$ cat src/rtl/conv_window_gen.sv
// -----------------------------------------------------------------------------
// conv_window_gen
//   Streaming 3x3 window generator. Takes one raster-order pixel per handshake,
//   keeps the two previous image rows in line buffers and emits every complete
//   3x3 neighbourhood (valid convolution only): (IMG_W-2)*(IMG_H-2) windows per
//   frame. Frames run back-to-back. Pixels pass through unmodified.
//
//   Optional feature macro: WIN_INDEX_EN -- adds the win_idx port and counter.
//
// Ports
//   clk        rising-edge clock
//   rst        asynchronous, active-low reset
//   in_pix     input pixel (raster order, top-left first)
//   in_valid   in_pix valid
//   in_ready   pixel can be accepted this cycle
//   win        3x3 window, w1 (top-left) in the MSBs ... w9 (bottom-right) in the LSBs
//   win_valid  win valid
//   win_ready  downstream accepts win
//   win_last   win is the final window of the frame
//   win_idx    window index within the frame (WIN_INDEX_EN only)
// -----------------------------------------------------------------------------
module conv_window_gen #(
   parameter int IMG_W = 10,
   parameter int IMG_H = 10,
   parameter int PIX_W = 8
) (
   input  logic               clk,
   input  logic               rst,
   input  logic [PIX_W-1:0]   in_pix,
   input  logic               in_valid,
   output logic               in_ready,
   output logic [9*PIX_W-1:0] win,
   output logic               win_valid,
   input  logic               win_ready,
   output logic               win_last
`ifdef WIN_INDEX_EN
   ,
   output logic [15:0]        win_idx
`endif
);

   localparam int CW = $clog2(IMG_W);
   localparam int RW = $clog2(IMG_H);

   logic [CW-1:0] col;
   logic [RW-1:0] row;

   // lb0 holds row-1, lb1 holds row-2, both addressed by column
   logic [PIX_W-1:0] lb0 [IMG_W];
   logic [PIX_W-1:0] lb1 [IMG_W];

   // Two previous columns of the sliding window; [2]=top, [1]=mid, [0]=bottom.
   // The incoming column is the third, so no third register is needed.
   logic [2:0][PIX_W-1:0] sc1, sc2, ncol;

   logic                 accept, emit, col_end, row_end;
   logic [9*PIX_W-1:0]   win_nxt;

   assign in_ready = !win_valid || win_ready;
   assign accept   = in_valid && in_ready;
   assign col_end  = (col == CW'(IMG_W - 1));
   assign row_end  = (row == RW'(IMG_H - 1));
   assign emit     = accept && (row >= RW'(2)) && (col >= CW'(2));

   assign ncol    = {lb1[col], lb0[col], in_pix};
   assign win_nxt = {sc1[2], sc2[2], ncol[2],
                     sc1[1], sc2[1], ncol[1],
                     sc1[0], sc2[0], ncol[0]};

   // Line buffers need no reset: rows 0-1 of a frame are rewritten before any
   // window can read them.
   always_ff @(posedge clk) begin
      if (accept) begin
         lb1[col] <= lb0[col];
         lb0[col] <= in_pix;
      end
   end

   always_ff @(posedge clk or negedge rst) begin
      if (!rst) begin
         col       <= '0;
         row       <= '0;
         sc1       <= '0;
         sc2       <= '0;
         win       <= '0;
         win_valid <= 1'b0;
         win_last  <= 1'b0;
      end else begin
         if (accept) begin
            // Window columns are not cleared on row wrap; columns 0-1 never
            // emit, so stale data never reaches the output.
            sc1 <= sc2;
            sc2 <= ncol;
            if (col_end) begin
               col <= '0;
               row <= row_end ? '0 : row + 1'b1;
            end else begin
               col <= col + 1'b1;
            end
         end
         if (emit) begin
            win       <= win_nxt;
            win_valid <= 1'b1;
            win_last  <= col_end && row_end;
         end else if (win_ready) begin
            win_valid <= 1'b0;
            win_last  <= 1'b0;
         end
      end
   end

`ifdef WIN_INDEX_EN
   always_ff @(posedge clk or negedge rst) begin
      if (!rst) begin
         win_idx <= '0;
      end else if (win_valid && win_ready) begin
         win_idx <= win_last ? 16'd0 : win_idx + 16'd1;
      end
   end
`endif

endmodule

$ cat config.mk
export PLATFORM = sky130hd
export DESIGN_NAME = conv_window_gen
export DESIGN_NICKNAME = d
export VERILOG_FILES = /design/src/rtl/conv_window_gen.sv
export SDC_FILE = /design/constraint.sdc
export NUM_CORES = 1
export LEC_CHECK = 0
export ABC_AREA = 1
export CAP_MARGIN = 40
export CORE_ASPECT_RATIO = 1.25
export CORE_MARGIN = 2
export CORE_UTILIZATION = 35
export DETAILED_ROUTE_END_ITERATION = 8
export PLACE_DENSITY = 0.63
export SYNTH_ARGS = -nofsm -noshare
export SYNTH_HDL_FRONTEND = slang
export SYNTH_SLANG_ARGS = --single-unit
$ cat constraint.sdc
create_clock -name clk -period 2.7 [get_ports clk]
set_input_delay 0.27 -clock clk [delete_from_list [all_inputs] [get_ports clk]]
set_output_delay 0.27 -clock clk [all_outputs]
set_load 0.1 [all_outputs]
# == Word-level counts from Yosys, hierarchy flattened ==
# Memory sizes are Yosys's and may differ from the RTL's.
# Cells that the tools add are included.
# word_totals
memories,2
elab_cells,34
out_inout_bits,75
mem_bits_rw,160
regBits,130
inputBits,12
# op_classes
n_mux,7
magnitude_cmp,2
n_eq_ne,2
addsub,2
n_reduce_logical,8
# mem_list
memory,words,word_bits,rd,rd_clocked_by_memory_dff,write_ports,line_no,source
lb0,10,8,1,0,1,49,logic [PIX_W-1:0] lb0 [IMG_W];
lb1,10,8,1,0,1,50,logic [PIX_W-1:0] lb1 [IMG_W];
# ops
op,n
$add A4 B1 Y4 const B,2
$eq A4 B4 Y1 const B,2
$ge A4 B2 Y1 const B,2
$mux W4,2
$mux W1,5
$logic_and A1 B1 Y1,4
$reduce_and A2 Y1,1
$reduce_bool A2 Y1,1
$logic_not A1 Y1,1
$logic_or A1 B1 Y1,1

# == Depth between registers and ports, before layout ==
# logic_depth
word_depth,6
mapped_depth,11
mapped_depth_nobuf,9

# == Worst setup path before layout ==
# No wires, ideal clock.
# synth_path
kind,register -> register
startpoint,register win_valid
endpoint,memory lb0[0][0] (enable)
synth_period_minus_slack_ns,3.784
setup_time_ns,0.409
slack_ns,-1.084
path_stages_with_launch,5
required_ns,2.291
arrival_ns,3.374
path_buffers,1
cell_sequence,dfrtp_1 -> nand2_1 -> nand2_1 -> clkbuf_1 -> nor3_1
# synth_via
elab_chain_cells,5
# synth_rtl
element,line_no,source
start: declaration,33,"output logic win_valid,"
start signal: assignment,86,win_valid <= 1'b0;
start signal: assignment,103,win_valid <= 1'b1;
start signal: assignment,106,win_valid <= 1'b0;
$logic_not A1 Y1,59,assign in_ready = !win_valid || win_ready;
$logic_or A1 B1 Y1,59,
net in_ready,31,"output logic in_ready,"
$logic_and A1 B1 Y1,60,assign accept = in_valid && in_ready;
$mux W1,73,if (accept) begin
$mux W1 (implied by the code),75,lb0[col] <= in_pix;
end: declaration,49,
# The timed path passes the listed nets, and every way through them passes these cells.

# == Worst setup path after layout ==
# layout_path
startpoint,register col[0]
endpoint,register win[48]
# layout_via
elab_chain_cells,2
word_cells_on_any_way,3
classes_between,order compare (1); reduce/logical (1); memory (1)
# layout_rtl
element,line_no,source
start: declaration,45,logic [CW-1:0] col;
start signal: assignment,98,col <= col + 1'b1;
$ge A4 B2 Y1,63,assign emit = accept && (row >= RW'(2)) && (col >= CW'(2));
$logic_and A1 B1 Y1,63,
end signal: assignment,102,win <= win_nxt;
end: declaration,32,"output logic [9*PIX_W-1:0] win,"
# Several ways; a longest one is shown, not always the timed one.
# A chain may end at the register's enable or synchronous reset.

==> reports/results.ini <==
[status]
status = complete, no violations

[routing]
viasPerCell = 4.66
drt_iter0_drc = 658
drcViolationCount = 0
vias = 7756
antenna_left = 0
drt_wl_total_um = 26200
first_pass_iters = 5
drt-wirelength-per-cell_um = 15.7

[clock_tree]
clock_tree.buffer_depth = 3
clock-root-buffer = clkbuf_16
cts_setup_buffers = 0
clk_pin_slew_ns = 0.06
cts_resized = 0
clock-sinks = 290
cts_tree = built
cts_buffers = 30
htreeDepth = 1
clk_latency_ns = 0.55
cts_hold_repair.buffers = 1

[global_route]
antenna_found_initial = 0
grt_overflow = 0
first_global_vias = 7785
grt_pass1_wl_um = 41600
track_usage_pct = 15.3
grt_max_degree = 79

[cells_and_area]
syn_to_final_growth_pct = 20.3
nets = 1233
final_cells = 1663
multi_input_area_um2 = 3040
final_common_cell = nand2_1
antenna_cells = 0
drive_above_1_share_pct = 14.5
fillerInstances = 3097
register_area_um2 = 8060
final_util_pct = 42.5
layout_common_cells = nand2_1 (562), edfxtp_1 (160), dfrtp_1 (128)

[worst_hold_path]
hold_class = in2async

[critical_path]
worstPathArrival_ns = 2.54
cp.depth = 10
critPathTopFamily = buffers and inverters
worstSetupPathType = reg2reg
cpMaxStageDelayCell = buf_4
worstPathMaxFanout = 43
rrSetupSlack_ns = 0.64
cp-start-kind = register
cpPeakStageDelay_ns = 0.46
rr_worst_depth = 10
cp_data_required_time_ns = 3.19
critical_path.cell_chain = buf_4 -> buf_4 -> nand2_1 -> nand2_1 -> nand2_1 -> nand2_1 -> nand2_1 -> nand3_1 -> nand2_1 -> nand2_1
cp_num_buf_inv = 2
endpoint_kind = register
cp_common_cell = nand2_1

[floorplan]
start_util_pct = 35.3
dieArea_um2 = 34200
fp.coreArea_um2 = 32400
die_w_um = 166
pin_count = 87
die_h_um = 206
rows = 74

[synthesis]
synth.avg_cell_area_um2 = 10.2
synth_area_um2 = 11400
synth_cell_type_count = 22
synth_nets = 1130
synth_warnings = 0
ys_ff_latch = 290
synth-seq-area-share_pct = 70.4
syn_inst = 1118

[timing]
fin_crit_ns = 2.06
hold_violations = 0
finalSetupViolCount = 0
rsz0062_at_grt = no
slew_headroom_pct = 53.1
period_share_pct = 76.2
fmax_mhz = 486
drv_slew = 0
tightest_slew_ns = 0.704
fin_worst_skew_ns = 0.0117
layout_setup_ws_ns = 0.642
setup_tns_ns = 0

[placed_design]
hpwl_um = 17000
dp_cells = 1606
gp_congestion = 0.803
place_ws_ns = 0.627
portBuffers = 86

[flow_run]
maxCapViolCount = 0

[synth_stat cells (all sizes together)]
library cell | count | area share, %
inv | 48 | 1.6
xor2 | 4 | 0.31
nor3 | 7 | 0.31
buf | 34 | 1.6
nand4 | 3 | 0.16
nor2 | 39 | 1.4
nand2 | 564 | 19
edfxtp | 160 | 42
o211ai | 1 | 0.066
o31ai | 1 | 0.066
o21ai | 86 | 3.8
a21boi | 1 | 0.16
clkbuf | 19 | 0.62
dfrtp | 130 | 28
nand3 | 20 | 0.98
a21oi | 1 | 0.044
[per-stage QoR]
step | area (um^2) | hold WS (ns)
after CTS | 13800 | 0.339
after global routing | 13800 | 0.362
after floorplan | 11500 | -0.0256
final | 13800 | 0.295
after global placement | 12800 | 0.324
after detailed placement | 12800 | 0.328
[worst register-to-register path: cells and delay by family, from the launching register on]
| family | cells | cell delay, ns |
|---|---|---|
| flops | 1 | 0.37 |
| buf+inv | 2 | 0.87 |
| simple gates | 8 | 0.76 |
[layout make-up]
class	count	share of cell area (%)
clock buffers	47	6.28
clock inverters	9	0.964
inverters	48	1.31
multi-input cells	727	22.1
flip-flops and latches	290	58.6
well taps	418	3.80
repair buffers	124	6.99
[cell families after synthesis]
family,Yosys count,synth area share [%]
AND/OR/NAND/NOR,633,21.4
buffers and inverters,101,3.79
AO/OA/AOI/OAI,90,4.10
XOR/XNOR,4,0.306
flip-flops,290,70.4
[state kept, by name, summed over array words and instances (netlist names)]
signal,flops
lb0,80
win,72
win_valid,1
col,4
sc1,24
lb1,80
sc2,24
win_last,1
row,4
[layer usage]
| layer | track usage (%) | vias to the layer above | routed length, um | part of all wire, % |
|---|---|---|---|---|
| li1 | - | 3797 | - | - |
| met1 | 18.9 | 3736 | 10800 | 41 |
| met2 | 27.6 | 173 | 13500 | 52 |
| met3 | 1.80 | 50 | 1110 | 4.2 |
| met4 | 5.43 | 0 | 772 | 3.0 |
| met5 | 0 | - | 0 | 0 |
[final timing paths]
check                                   start                   end
max                        col[0]$_DFFE_PN0P_   win[48]$_DFFE_PN0P_
min                                       rst   win[28]$_DFFE_PN0P_
max reg2reg                col[0]$_DFFE_PN0P_   win[48]$_DFFE_PN0P_
min reg2reg                sc1[2]$_DFFE_PN0P_   win[18]$_DFFE_PN0P_
max in group asynchronous                 rst   win[15]$_DFFE_PN0P_
min in group clk                    win_ready  win_last$_DFFE_PN0P_
Power is not shown: default switching activity piles up to over one toggle a cycle in this logic, so the estimate is an artifact.
